===== config.mk =====
export PLATFORM = sky130hd
export DESIGN_NAME = decode_issue_stage
export DESIGN_NICKNAME = d
export VERILOG_FILES = /design/src/rtl/decode_issue_stage.sv
export SDC_FILE = /design/constraint.sdc
export NUM_CORES = 1
export LEC_CHECK = 0
export CORE_MARGIN = 1
export CORE_UTILIZATION = 35
export DETAILED_ROUTE_END_ITERATION = 10
export PLACE_DENSITY = 0.6
export SLEW_MARGIN = 25
export SYNTH_ARGS = -nofsm -noshare
export SYNTH_HDL_FRONTEND = slang
export SYNTH_SLANG_ARGS = --single-unit

===== constraint.sdc =====
create_clock -name clk -period 2.1 [get_ports clk]
set_input_delay 0.21 -clock clk [delete_from_list [all_inputs] [get_ports clk]]
set_output_delay 0.21 -clock clk [all_outputs]
set_load 0.05 [all_outputs]

===== src/rtl/decode_issue_stage.sv =====
// ARM decode/issue stage: control decode, bypassed register-file read, condition
// check, RAW/flag hazard stall and a valid/ready ID/EX pipeline register.

module decode_control_unit #(
  parameter int CMD_W = 4
) (
  input  logic [1:0]       mode_i,
  input  logic [3:0]       opcode_i,
  input  logic             s_i,
  input  logic             imm_i,
  output logic [CMD_W-1:0] cmd_o,
  output logic             mem_read_o,
  output logic             mem_write_o,
  output logic             wb_en_o,
  output logic             imm_o,
  output logic             branch_o,
  output logic             status_we_o
);

  always_comb begin
    cmd_o       = '0;
    mem_read_o  = 1'b0;
    mem_write_o = 1'b0;
    wb_en_o     = 1'b0;
    imm_o       = 1'b0;
    branch_o    = 1'b0;
    status_we_o = 1'b0;
    case (mode_i)
      2'b00: begin
        imm_o       = imm_i;
        wb_en_o     = 1'b1;
        status_we_o = s_i;
        case (opcode_i)
          4'b1101: cmd_o = CMD_W'(4'b0001);  // MOV
          4'b1111: cmd_o = CMD_W'(4'b1001);  // MVN
          4'b0100: cmd_o = CMD_W'(4'b0010);  // ADD
          4'b0101: cmd_o = CMD_W'(4'b0011);  // ADC
          4'b0010: cmd_o = CMD_W'(4'b0100);  // SUB
          4'b0110: cmd_o = CMD_W'(4'b0101);  // SBC
          4'b0000: cmd_o = CMD_W'(4'b0110);  // AND
          4'b1100: cmd_o = CMD_W'(4'b0111);  // ORR
          4'b0001: cmd_o = CMD_W'(4'b1000);  // EOR
          4'b1010: begin                     // CMP: flags only
            cmd_o   = CMD_W'(4'b0100);
            wb_en_o = 1'b0;
          end
          4'b1000: begin                     // TST: flags only
            cmd_o   = CMD_W'(4'b0110);
            wb_en_o = 1'b0;
          end
          default: begin                     // unsupported opcode decodes as a no-op
            wb_en_o     = 1'b0;
            status_we_o = 1'b0;
          end
        endcase
      end
      2'b01: begin                           // LDR (S=1) / STR (S=0), address = base + offset
        imm_o       = imm_i;
        cmd_o       = CMD_W'(4'b0010);
        mem_read_o  = s_i;
        wb_en_o     = s_i;
        mem_write_o = ~s_i;
      end
      2'b10: begin
        imm_o    = imm_i;
        branch_o = 1'b1;
      end
      default: ;
    endcase
  end

endmodule

module decode_issue_stage #(
  parameter int DATA_W      = 32,
  parameter int ADDR_W      = 32,
  parameter int REG_COUNT   = 16,
  parameter int CMD_W       = 4,
  parameter int HAZARD_MODE = 0,
  localparam int RA_W       = $clog2(REG_COUNT)
) (
  input  logic              clk,
  input  logic              rst,
  input  logic              in_valid,
  output logic              in_ready,
  input  logic [ADDR_W-1:0] pc_in,
  input  logic [31:0]       instr_in,
  input  logic [3:0]        status_in,
  input  logic              wb_en,
  input  logic [RA_W-1:0]   wb_addr,
  input  logic [DATA_W-1:0] wb_data,
  input  logic              ex_wb_en,
  input  logic              ex_mem_read,
  input  logic              ex_status_we,
  input  logic [RA_W-1:0]   ex_dest,
  input  logic              mem_wb_en,
  input  logic [RA_W-1:0]   mem_dest,
  input  logic              flush,
  output logic              out_valid,
  input  logic              out_ready,
  output logic [ADDR_W-1:0] out_pc,
  output logic [CMD_W-1:0]  out_cmd,
  output logic              out_mem_read,
  output logic              out_mem_write,
  output logic              out_wb_en,
  output logic              out_imm,
  output logic              out_branch,
  output logic              out_status_we,
  output logic [DATA_W-1:0] out_val1,
  output logic [DATA_W-1:0] out_val2,
  output logic [RA_W-1:0]   out_src1,
  output logic [RA_W-1:0]   out_src2,
  output logic [RA_W-1:0]   out_dest,
  output logic              out_two_src,
  output logic [23:0]       out_signed_imm,
  output logic [11:0]       out_shift_operand,
  output logic              hazard_stall
);

  typedef struct packed {
    logic [ADDR_W-1:0] pc;
    logic [CMD_W-1:0]  cmd;
    logic              mem_read;
    logic              mem_write;
    logic              wb_en;
    logic              imm;
    logic              branch;
    logic              status_we;
    logic              two_src;
    logic [DATA_W-1:0] val1;
    logic [DATA_W-1:0] val2;
    logic [RA_W-1:0]   src1;
    logic [RA_W-1:0]   src2;
    logic [RA_W-1:0]   dest;
    logic [23:0]       signed_imm;
    logic [11:0]       shift_operand;
  } idex_t;

  logic [REG_COUNT-1:0][DATA_W-1:0] rf_q;

  logic [CMD_W-1:0]  cu_cmd;
  logic              cu_mem_read, cu_mem_write, cu_wb_en, cu_imm, cu_branch, cu_status_we;
  logic [3:0]        cond;
  logic              cond_pass;
  logic              flag_n, flag_z, flag_c, flag_v;
  logic [RA_W-1:0]   src1, src2, dest;
  logic              two_src;
  logic [DATA_W-1:0] rd1, rd2;
  logic              raw_ex, raw_mem, data_stall, flag_stall, stall, advance;
  idex_t             dec;
  idex_t             idex_q, idex_d;
  logic              valid_q, valid_d;

  decode_control_unit #(.CMD_W(CMD_W)) u_cu (
    .mode_i      (instr_in[27:26]),
    .opcode_i    (instr_in[24:21]),
    .s_i         (instr_in[20]),
    .imm_i       (instr_in[25]),
    .cmd_o       (cu_cmd),
    .mem_read_o  (cu_mem_read),
    .mem_write_o (cu_mem_write),
    .wb_en_o     (cu_wb_en),
    .imm_o       (cu_imm),
    .branch_o    (cu_branch),
    .status_we_o (cu_status_we)
  );

  // Register file; reads below bypass a same-cycle write so the new value is seen.
  always_ff @(posedge clk or negedge rst) begin
    if (!rst)       rf_q <= '0;
    else if (wb_en) rf_q[wb_addr] <= wb_data;
  end

  assign src1    = RA_W'(instr_in[19:16]);
  assign src2    = cu_mem_write ? RA_W'(instr_in[15:12]) : RA_W'(instr_in[3:0]);
  assign dest    = RA_W'(instr_in[15:12]);
  assign two_src = ~instr_in[25] | cu_mem_write;

  assign rd1 = (wb_en && wb_addr == src1) ? wb_data : rf_q[src1];
  assign rd2 = (wb_en && wb_addr == src2) ? wb_data : rf_q[src2];

  assign cond = instr_in[31:28];
  assign {flag_n, flag_z, flag_c, flag_v} = status_in;

  always_comb begin
    cond_pass = 1'b0;
    case (cond)
      4'b0000: cond_pass = flag_z;
      4'b0001: cond_pass = ~flag_z;
      4'b0010: cond_pass = flag_c;
      4'b0011: cond_pass = ~flag_c;
      4'b0100: cond_pass = flag_n;
      4'b0101: cond_pass = ~flag_n;
      4'b0110: cond_pass = flag_v;
      4'b0111: cond_pass = ~flag_v;
      4'b1000: cond_pass = flag_c & ~flag_z;
      4'b1001: cond_pass = ~flag_c | flag_z;
      4'b1010: cond_pass = (flag_n == flag_v);
      4'b1011: cond_pass = (flag_n != flag_v);
      4'b1100: cond_pass = ~flag_z & (flag_n == flag_v);
      4'b1101: cond_pass = flag_z | (flag_n != flag_v);
      4'b1110: cond_pass = 1'b1;
      default: cond_pass = 1'b0;
    endcase
  end

  // Hazards use the raw decode: a condition-failed instruction still stalls.
  assign raw_ex  = ex_wb_en  && (ex_dest  == src1 || (two_src && ex_dest  == src2));
  assign raw_mem = mem_wb_en && (mem_dest == src1 || (two_src && mem_dest == src2));

  assign data_stall = (HAZARD_MODE == 0) ? (raw_ex | raw_mem) : (raw_ex & ex_mem_read);
  assign flag_stall = (cond != 4'b1110) && ex_status_we;
  assign stall      = data_stall | flag_stall;

  assign hazard_stall = in_valid && stall;
  assign advance      = out_ready || !valid_q;
  assign in_ready     = flush || (advance && !stall);

  always_comb begin
    dec               = '0;
    dec.pc            = pc_in;
    dec.val1          = rd1;
    dec.val2          = rd2;
    dec.src1          = src1;
    dec.src2          = src2;
    dec.dest          = dest;
    dec.signed_imm    = instr_in[23:0];
    dec.shift_operand = instr_in[11:0];
    if (cond_pass) begin
      dec.cmd       = cu_cmd;
      dec.mem_read  = cu_mem_read;
      dec.mem_write = cu_mem_write;
      dec.wb_en     = cu_wb_en;
      dec.imm       = cu_imm;
      dec.branch    = cu_branch;
      dec.status_we = cu_status_we;
      dec.two_src   = two_src;
    end
  end

  // Flushed slots and bubbles are loaded as all-zero so nothing stale leaks downstream.
  always_comb begin
    valid_d = valid_q;
    idex_d  = idex_q;
    if (flush) begin
      valid_d = 1'b0;
      idex_d  = '0;
    end else if (advance) begin
      valid_d = in_valid && !stall;
      idex_d  = (in_valid && !stall) ? dec : '0;
    end
  end

  always_ff @(posedge clk or negedge rst) begin
    if (!rst) begin
      valid_q <= 1'b0;
      idex_q  <= '0;
    end else begin
      valid_q <= valid_d;
      idex_q  <= idex_d;
    end
  end

  assign out_valid         = valid_q;
  assign out_pc            = idex_q.pc;
  assign out_cmd           = idex_q.cmd;
  assign out_mem_read      = idex_q.mem_read;
  assign out_mem_write     = idex_q.mem_write;
  assign out_wb_en         = idex_q.wb_en;
  assign out_imm           = idex_q.imm;
  assign out_branch        = idex_q.branch;
  assign out_status_we     = idex_q.status_we;
  assign out_two_src       = idex_q.two_src;
  assign out_val1          = idex_q.val1;
  assign out_val2          = idex_q.val2;
  assign out_src1          = idex_q.src1;
  assign out_src2          = idex_q.src2;
  assign out_dest          = idex_q.dest;
  assign out_signed_imm    = idex_q.signed_imm;
  assign out_shift_operand = idex_q.shift_operand;

endmodule


Word level (Yosys, flattened, before mapping)
Index checks and enable logic that the tools add are counted.
{ "totals": {"regBits": 668, "inputBits": 122, "out_inout_bits": 158, "elab_cells": 138} }
{ "classes": {"muxes": 27, "n_reduce_logical": 26, "bitwise": 13, "n_eq_ne": 35, "n_lt_le_gt_ge": 4} }
{ "ops": {"columns": ["op", "n"], "rows": [
  ["$bwmux 512", 1],
  ["$mux 155", 3],
  ["$bmux 32 s4", 2],
  ["$mux 32", 5],
  ["$demux 32 s4", 1],
  ["$eq 4x4->1 const B", 12],
  ["$pmux 4 s9", 1],
  ["$eq 4x3->1 const B", 7],
  ["$eq 4x4->1", 6],
  ["$lt 4x5->1 const B", 3],
  ["$pmux 1 s15", 1],
  ["$eq 4x2->1 const B", 3],
  ["$logic_and 1x1->1", 11],
  ["$mux 11", 1],
  ["$reduce_or 11->1", 1],
  ["$mux 1", 9],
  ["$reduce_or 9->1", 1],
  ["$eq 4x1->1 const B", 2],
  ["$logic_not 4->1", 2],
  ["$pmux 4 s2", 1],
  ["$not 1->1", 6],
  ["$or 1x1->1", 5],
  ["$ge 4x1->1 const B", 1],
  ["$logic_or 1x1->1", 4],
  ["other kinds (13)", 16]
]} }

Depth between registers and ports, before layout
Gate-level depths: netlist of the first run.
{ "logic_depth": {"depth_word": 14, "ltp_mapped": 12, "mapped_depth_nobuf": 7} }

Cells and area by module
From an unflattened synthesis of the first run, not the netlist that was laid out.
{ "unflattened": {"hier_cells": 2605, "area_unflattened_um2": 33591.0} }
{ "modules_own_cells": {"columns": ["module", "seq_area_each_um2", "n_inst", "area_each_um2", "cells_per_inst"], "rows": [
  ["decode_issue_stage", 16215.6, 1, 33389.5, 2575],
  ["decode_control_unit", 0.0, 1, 201.4, 30]
]} }

Least setup slack after synthesis of the first run
No wires, ideal clock.
{ "synth_path": {"kind": "in2reg", "from": "in instr_in[16]", "to": "reg idex_q, in the netlist out_val1[31]", "path_slack_ps": -419, "path_buffers": 2, "t_arrival_ps": 2398, "setup_ps": 121, "cell_stages": 6, "required_ps": 1979, "cell_sequence": "clkbuf_1 > buf_1 > mux4_2 > mux4_2 > mux2_2 > a22o_1"} }
{ "synth_via": {"elab_chain_len": 10, "elab_cells_between_ends": 18, "cone_classes": "3 x eq/ne; 6 x mux; 2 x bitwise; 7 x reduce/logical"} }
{ "synth_lines": {"columns": ["element", "line_no", "source"], "rows": [
  ["start: declaration", "87", "input logic [31:0] instr_in,"],
  ["$eq 4x4->1 (on tied branches)", "208, 209", null],
  ["$logic_or 1x1->1 (on tied branches)", "208, 209", null],
  ["$logic_and 1x1->1 (on tied branches)", "208, 209", null],
  ["$or 1x1->1", "211", "assign data_stall = (HAZARD_MODE == 0) ? (raw_ex | raw_mem) : (raw_ex & ex_mem_read);"],
  ["$or 1x1->1", "213", "assign stall = data_stall | flag_stall;"],
  ["$logic_not 1->1", "250", "idex_d = (in_valid && !stall) ? dec : '0;"],
  ["$logic_and 1x1->1", "250", null],
  ["$mux 155 *", "250", null],
  ["$mux 155 *", "248", "end else if (advance) begin"],
  ["$mux 155 *", "245", "if (flush) begin"],
  ["end signal: assignment", "260", "idex_q <= idex_d;"],
  ["end: declaration", "151", "idex_t idex_q, idex_d;"]
]} }
Every way passes the cells marked *; elsewhere a longest branch is shown, timed or not. The select of a mux whose other input is x is not followed.
A chain may end at the register's enable or synchronous reset.

Worst setup path in the final report of the first run
{ "layout_path": {"from": "in instr_in[27]", "to": "out hazard_stall"} }
{ "layout_via": {"elab_chain_len": 10, "elab_cells_between_ends": 15, "cone_classes": "3 x eq/ne; 2 x mux; 3 x bitwise; 7 x reduce/logical"} }
{ "layout_lines": {"columns": ["element", "line_no", "source"], "rows": [
  ["$eq 2x1->1 *", "28", "case (mode_i)"],
  ["$mux 1 *", "28", null],
  ["$mux 4", "175", "assign src2 = cu_mem_write ? RA_W'(instr_in[15:12]) : RA_W'(instr_in[3:0]);"],
  ["$eq 4x4->1 (on tied branches)", "208, 209", null],
  ["$logic_and 1x1->1 (on tied branches)", "208, 209", null],
  ["$logic_or 1x1->1 (on tied branches)", "208, 209", null],
  ["$logic_and 1x1->1 (on tied branches)", "208, 209", null],
  ["$or 1x1->1 *", "211", null],
  ["$or 1x1->1 *", "213", null],
  ["$logic_and 1x1->1 *", "215", "assign hazard_stall = in_valid && stall;"],
  ["end: declaration", "117", "output logic hazard_stall"]
]} }
Every way passes the cells marked *; elsewhere a longest branch is shown, timed or not.

==> results of run 1 <==
synth_stat cells, drive strengths merged (3+ instances only):
master    n  area share
dfrtp   648        0.49
mux2    546        0.18
nand2   367       0.041
a21oi   198       0.030
clkbuf  181       0.020
mux4    161        0.11
a22o    132       0.035
buf     105       0.016
a22oi    62       0.014
a32oi    62       0.016
o22ai    62       0.012
o31ai    32      0.0072
xor2     17      0.0045
nor2     14      0.0016
o21ai    12      0.0018
xnor2    11      0.0029
inv       9      0.0010
mux2i     8      0.0024
nor3      8      0.0017
nand2b    7      0.0013
a221oi    5      0.0013
a32o      4      0.0012
nand3     4     0.00060
nor2b     4     0.00075
nor4      4     0.00075
or3       4     0.00075
a31oi     3     0.00056
placed cells by master (no fill, tap or decap), types with 59 or more instances in the layout:
master and count:
sky130_fd_sc_hd__a22o_1 132, sky130_fd_sc_hd__mux4_2 161, sky130_fd_sc_hd__a21oi_1 197, sky130_fd_sc_hd__buf_4 224, sky130_fd_sc_hd__nand2_1 366, sky130_fd_sc_hd__a32oi_1 59
sky130_fd_sc_hd__clkdlybuf4s50_1 227, sky130_fd_sc_hd__o22ai_1 62, sky130_fd_sc_hd__a22oi_1 62, sky130_fd_sc_hd__dfrtp_1 647, sky130_fd_sc_hd__clkbuf_16 76, sky130_fd_sc_hd__buf_12 126
sky130_fd_sc_hd__mux2_2 543
path summary, 6_finish.rpt:
kind / to / slack, ns / depth (start not counted)
worst max register to register: out_val1[14]$_DFFE_PN0P_ / 0.02 / 4
worst min-delay path: out_dest[0]$_DFFE_PN0P_ / 0.07 / 2
worst min register to register: out_val1[26]$_DFFE_PN0P_ / 0.50 / 1
max in group asynchronous: rf_q[117]$_DFFE_PN0P_ / 1.07 / 4
min in group asynchronous: rf_q[3]$_DFFE_PN0P_ / 0.18 / 2
worst max-delay path: hazard_stall / -0.10 / 9
power by group through the flow:
| stage | Clock [mW] | Combinational, mW | Sequential (mW) |
|---|---|---|---|
| 2_1_floorplan | 0 | 5.80 | 16.7 |
| 3_3_place_gp | 0 | 8.81 | 16.7 |
| 3_5_place_dp | 0 | 9.08 | 17.0 |
| 4_1_cts | 13.8 | 9.15 | 16.8 |
| 5_1_grt | 14.3 | 9.86 | 17.1 |
| 6_report | 13.6 | 9.20 | 16.8 |
cell families after synthesis:
logic type | after synthesis | synth area share
xor gates and xnor gates | 28 | 0.00736
AOI/OAI and AO/OA | 582 | 0.121
and+or+nand+nor | 421 | 0.0512
DFF | 648 | 0.487
muxes | 715 | 0.296
buffers and inverters | 295 | 0.0376
routing by layer:
| layer | part of all wire | track usage | vias up |
|---|---|---|---|
| met5 | 0.00023 | 0 | - |
| met4 | 0.039 | 0.0915 | 4 |
| met3 | 0.074 | 0.0479 | 288 |
| met2 | 0.47 | 0.370 | 1213 |
| met1 | 0.42 | 0.304 | 13500 |
| li1 | - | - | 11000 |
layout make-up:
| type | instances | area share |
|---|---|---|
| antenna | 1 | 0.0000575 |
| clock buffer | 101 | 0.0479 |
| clock inverter | 30 | 0.00986 |
| inverter | 9 | 0.000776 |
| multi-input combinational | 1746 | 0.371 |
| sequential | 648 | 0.373 |
| tap | 1254 | 0.0361 |
| timing repair buffer | 632 | 0.162 |
sequential cells by signal, summed over array words and instances, names as in the netlist, 3 cells and up:
name	count
out_cmd	4
out_pc	32
out_dest	3
out_val2	32
rf_q	512
out_src2	4
out_src1	3
out_val1	32
out_signed_imm	18
critical path, delay by kind of cell:
| family | cells | cell delay, ns |
|---|---|---|
| AO/OA/AOI/OAI | 3 | 0.70 |
| AND/OR/NAND/NOR | 2 | 0.57 |
| buffers and inverters | 4 | 0.50 |
stage by stage:
step	cell area (um^2)	util
2_1_floorplan	33700	-
5_1_grt	43500	0.464
3_5_place_dp	40700	0.434
3_3_place_gp	40700	0.434
4_1_cts	43300	0.462
6_report	43500	0.464
what timing repair did:
item | in CTS | in global routing
gates resized for setup | 63 | 28
pin swaps | 13 | 9
gates cloned | 0 | 1
hold buffers | 3 | 1
buffers inserted | 10 | 7
hold endpoints to repair | 153 | 1
setup endpoints to repair | 154 | 53
==> summary.json, run 1 <==
{
  "sta": {
    "layout_min_cycle_time_ns": 2.20,
    "timing.slew.headroom": 0.533,
    "timing.final.ws_setup_ns": -0.100,
    "finalSetupViolCount": 2,
    "finClkSkew_ns": 0.0285,
    "report.final.hold_viol_count": 0,
    "worst_slew_pin_slew_ns": 0.701,
    "finalCritPeriodShare": 1.05,
    "final.setup.tns_ns": -0.144,
    "report.final.slew_viol_count": 0,
    "fin_worst_hold_slack_ns": 0.0734,
    "rsz_0062_raised_after_global_routing": "true",
    "timing.fmax_mhz": 454
  },
  "routing": {
    "avgViaCountPerCell": 5.87,
    "vias": 25900,
    "totalWireLength_um": 112000,
    "detailedRoute.firstIterationViolations": 2228,
    "drtAntennaViolNets": 0,
    "drt_drc_violations_left": 0,
    "drt-pass1-iter-count": 5,
    "wl_per_cell_um": 25.4
  },
  "synthesis": {
    "synthFlopType": "sky130_fd_sc_hd__dfrtp_1",
    "synth.cell_area_um2": 33300,
    "mean_instance_size_in_the_synthesized_netlist_um2": 12.4,
    "number_of_enable_type_register_cells_in_the_synthesized_netlist": 0,
    "ys_warn_count": 0,
    "post_synthesis_sequential_area_ratio": 0.487,
    "synthesis.instances": 2689,
    "synthDistinctLibCells": 51,
    "ys_seq_elements": 648,
    "asyncSetResetFlopFracSynth": 1.00,
    "synth.net_count": 2811
  },
  "clock_tree": {
    "clk_pin_slew_worst_paths_ns": 0.06,
    "cts.sinks": 648,
    "htree_levels": 3,
    "root_buffer_cell": "sky130_fd_sc_hd__clkbuf_16",
    "worst_skew_pair.late_latency_ns": 0.63,
    "cts_made_buffers": 73,
    "tritoncts_clock_tree": "built",
    "ctsLongestPathBuffers": 3
  },
  "pwr": {
    "leakage_nw": 18.5,
    "p_clk_frac": 0.342,
    "seq_power_share": 0.425,
    "p_sw_mw": 11.4,
    "power.share.combinational": 0.232,
    "switching_share": 0.289,
    "cellPowerDensity_nw_per_um2": 910,
    "peakVddDrop_v": 0.000677,
    "total_power_mw": 39.6,
    "p_int_mw": 28.2
  },
  "min_path": {
    "hp-start": "instr_in[12]",
    "hp-class": "in2reg"
  },
  "setup_path": {
    "critPathMostFrequentCell": "sky130_fd_sc_hd__buf_6",
    "critPathArrivalTime_ns": 1.99,
    "regToRegStartpoint": "rf_q[366]$_DFFE_PN0P_",
    "worst_setup_path_end_kind": "output port",
    "critPathLaunch": "instr_in[27]",
    "crit_path_cell_trace": "buf_8 -> or3b_4 -> buf_6 -> o32a_1 -> a2111o_1 -> o211ai_2 -> buf_6 -> and2_4 -> buf_12",
    "worst-setup-path-type": "in2out",
    "timing.critical_path.slowest_stage_cell": "sky130_fd_sc_hd__or3b_4",
    "worstSetupStartpointType": "input pin",
    "worst-path-max-fanout": 4,
    "worst_stage_delay_on_the_critical_path_ns": 0.43,
    "worstPathRequired_ns": 1.89
  },
  "grt": {
    "grt_first_pass_wirelength_um": 171000,
    "number_of_global_route_vias_before_repair": 27200,
    "antenna_violations_before_repair": 3,
    "maximum_number_of_pins_on_one_net_before_global_route_repair": 74,
    "gr-total-overflow": 0,
    "global_route_total_usage_across_every_layer": 0.230
  },
  "die": {
    "fp.coreArea_um2": 93700,
    "floorplan_row_count": 112,
    "initial_core_util": 0.355,
    "design.portCount": 280,
    "floorplan.die.width_um": 311,
    "die_y_extent_um": 311,
    "dieArea_um2": 96400
  },
  "finish": {
    "multi_input_comb_area_um2": 16100,
    "n_fill_cell": 8185,
    "area_delta_synth_final_pct": 30.6,
    "fin_nets": 3232,
    "layout.area.seq_um2": 16200,
    "layout-drive-gt1-share": 0.390,
    "final-instance-count-excl-fill": 4421
  },
  "status": {
    "violated_checks": "setup timing",
    "status": "finished with violations"
  },
  "run": {
    "max-cap-violations": 0
  },
  "placement": {
    "dp_hpwl_um": 73500,
    "place.port_buffers": 278,
    "dp_slack_ns": -1.01,
    "place.gp.congestion": 0.897,
    "place.detailed.instances": 4268
  }
}
(Power assumes the default switching activity.)
==> run 2: changes to the inputs <==
--- a/constraint.sdc
+++ b/constraint.sdc
@@ -3,2 +3,2 @@
 set_output_delay 0.21 -clock clk [all_outputs]
-set_load 0.05 [all_outputs]
+set_load 0.01 [all_outputs]
==> summary.json, run 2 (synthesis results as in run 1) <==
{
  "clock_tree": {
    "clk_pin_slew_worst_paths_ns": 0.07,
    "cts.sinks": 648,
    "ctsLongestPathBuffers": 3,
    "root_buffer_cell": "sky130_fd_sc_hd__clkbuf_16",
    "htree_levels": 3,
    "cts_made_buffers": 74,
    "tritoncts_clock_tree": "built",
    "worst_skew_pair.late_latency_ns": 0.63
  },
  "finish": {
    "layout.cell_area.non_filler_um2": 43400,
    "fin_nets": 3219,
    "largest_reg_flops": 512,
    "multi_input_comb_area_um2": 16100,
    "n_fill_cell": 8168,
    "max_flop_register": "rf_q",
    "layout-drive-gt1-share": 0.386,
    "layout_common_cells": "sky130_fd_sc_hd__dfrtp_1, sky130_fd_sc_hd__mux2_2, sky130_fd_sc_hd__nand2_1",
    "area_delta_synth_final_pct": 30.3,
    "most_common_cell_after_layout_fill_and_taps_aside": "sky130_fd_sc_hd__dfrtp_1",
    "layout.area.seq_um2": 16200
  },
  "routing": {
    "vias": 25800,
    "drtAntennaViolNets": 0,
    "drt-pass1-iter-count": 5,
    "drt_drc_violations_left": 0,
    "totalWireLength_um": 111000,
    "avgViaCountPerCell": 5.85,
    "wl_per_cell_um": 25.3,
    "detailedRoute.firstIterationViolations": 2464
  },
  "die": {
    "die_y_extent_um": 311,
    "floorplan_row_count": 112,
    "initial_core_util": 0.355,
    "floorplan.die.width_um": 311,
    "design.portCount": 280,
    "dieArea_um2": 96400,
    "fp.coreArea_um2": 93700
  },
  "sta": {
    "report.final.hold_viol_count": 0,
    "finClkSkew_ns": 0.0268,
    "timing.slew.headroom": 0.562,
    "rsz_0062_raised_after_global_routing": "true",
    "fin_worst_hold_slack_ns": 0.0520,
    "layout_min_cycle_time_ns": 2.06,
    "finalCritPeriodShare": 0.981,
    "final.setup.tns_ns": 0,
    "finalSetupViolCount": 0,
    "timing.fmax_mhz": 486,
    "timing.final.ws_setup_ns": 0.0404,
    "worst_slew_pin_slew_ns": 0.655,
    "report.final.slew_viol_count": 0
  },
  "setup_path": {
    "worstSetupStartpointType": "register",
    "timing.critical_path.max_delay_family": "multiplexers",
    "critPathMostFrequentCell": "sky130_fd_sc_hd__mux4_2",
    "crit_path_cell_trace": "mux4_2 -> mux4_2 -> mux2_2 -> a22o_1",
    "worst_setup_path_end_kind": "register",
    "worst-path-max-fanout": 3,
    "timing.critical_path.slowest_stage_cell": "sky130_fd_sc_hd__mux4_2",
    "worstPathRequired_ns": 2.62,
    "critPathArrivalTime_ns": 2.58,
    "critical_path.n_buffers_inverters": 0,
    "worst-setup-path-type": "reg2reg",
    "worst_stage_delay_on_the_critical_path_ns": 0.57
  },
  "placement": {
    "dp_hpwl_um": 73400,
    "place.port_buffers": 278,
    "place.gp.congestion": 0.890,
    "dpl_cell_area_um2": 40600,
    "dp_slack_ns": -0.966
  },
  "pwr": {
    "cellPowerDensity_nw_per_um2": 902,
    "leakage_nw": 18.3,
    "peakVddDrop_v": 0.000587,
    "total_power_mw": 39.2
  },
  "grt": {
    "maximum_number_of_pins_on_one_net_before_global_route_repair": 99,
    "antenna_violations_before_repair": 5,
    "gr-total-overflow": 0,
    "global_route_total_usage_across_every_layer": 0.228,
    "grt_first_pass_wirelength_um": 170000,
    "number_of_global_route_vias_before_repair": 26600
  },
  "status": {
    "status": "complete, no violations"
  },
  "run": {
    "max-cap-violations": 0
  },
  "min_path": {
    "hp-class": "in2reg"
  }
}
## run 2: changes by cell type in the layout (fill, tap and decap cells not counted), sizes merged
cell / change
clkbuf: +10
clkdlybuf4s50: +27
dlygate4sd2: -22
buf: -15
bufinv: -4
bufbuf: +1
clkinv: -4
dlygate4sd3: -2
inv: -3
## run 2: through the flow
step	std cells	utilization
finish	4409	0.463
global route	4409	0.463
CTS	4401	0.462
detailed placement	4263	0.433
global placement	4263	0.433
floorplan	2689	-
## run 2: cell type report
type / instances / area share
sequential: 648 / 0.374
antenna: 1 / 0.0000576
clock buffer: 114 / 0.0527
inverter: 9 / 0.000778
multi-input combinational: 1746 / 0.372
clock inverter: 19 / 0.00614
timing repair buffer: 618 / 0.159
tap: 1254 / 0.0361
## run 2: worst paths after layout
kind	start	endpoint	slack, ns	depth (start not counted)
worst max-delay path	rf_q[492]$_DFFE_PN0P_	out_val1[12]$_DFFE_PN0P_	0.04	4
worst min-delay path	instr_in[20]	out_signed_imm[20]$_DFFE_PN0P_	0.05	3
worst max register to register	rf_q[492]$_DFFE_PN0P_	out_val1[12]$_DFFE_PN0P_	0.04	4
worst min register to register	out_imm$_DFFE_PN0P_	out_imm$_DFFE_PN0P_	0.50	1
max in group asynchronous	rst	rf_q[146]$_DFFE_PN0P_	1.10	3
min in group asynchronous	rst	rf_q[100]$_DFFE_PN0P_	0.08	2
## run 2: per-layer routing
metal,share of wire,GRT usage,vias to the layer above
met4,0.029,0.0748,8
met5,0.00029,0,-
met2,0.48,0.374,1243
li1,-,-,10900
met3,0.077,0.0414,242
met1,0.41,0.303,13400
## run 2: repair_timing
| item | in CTS | in global routing |
|---|---|---|
| pin swaps | 4 | 10 |
| hold buffers | 1 | 1 |
| hold endpoints to repair | 439 | 1 |
| buffers inserted | 3 | 5 |
| setup endpoints to repair | 125 | 23 |
| resized for setup | 35 | 19 |
| gates cloned | 1 | 1 |
## run 2: power by group
group	switching, mW	internal (mW)
logic	3.63	5.15
registers	1.95	14.9
clock network	5.40	8.13
total	11.0	28.2
## run 2: tightest hold or removal path, delay by kind of cell
| family | cells | cell delay, ns |
|---|---|---|
| buffers and inverters | 2 | 0.31 |
| AO/OA/AOI/OAI | 1 | 0.11 |
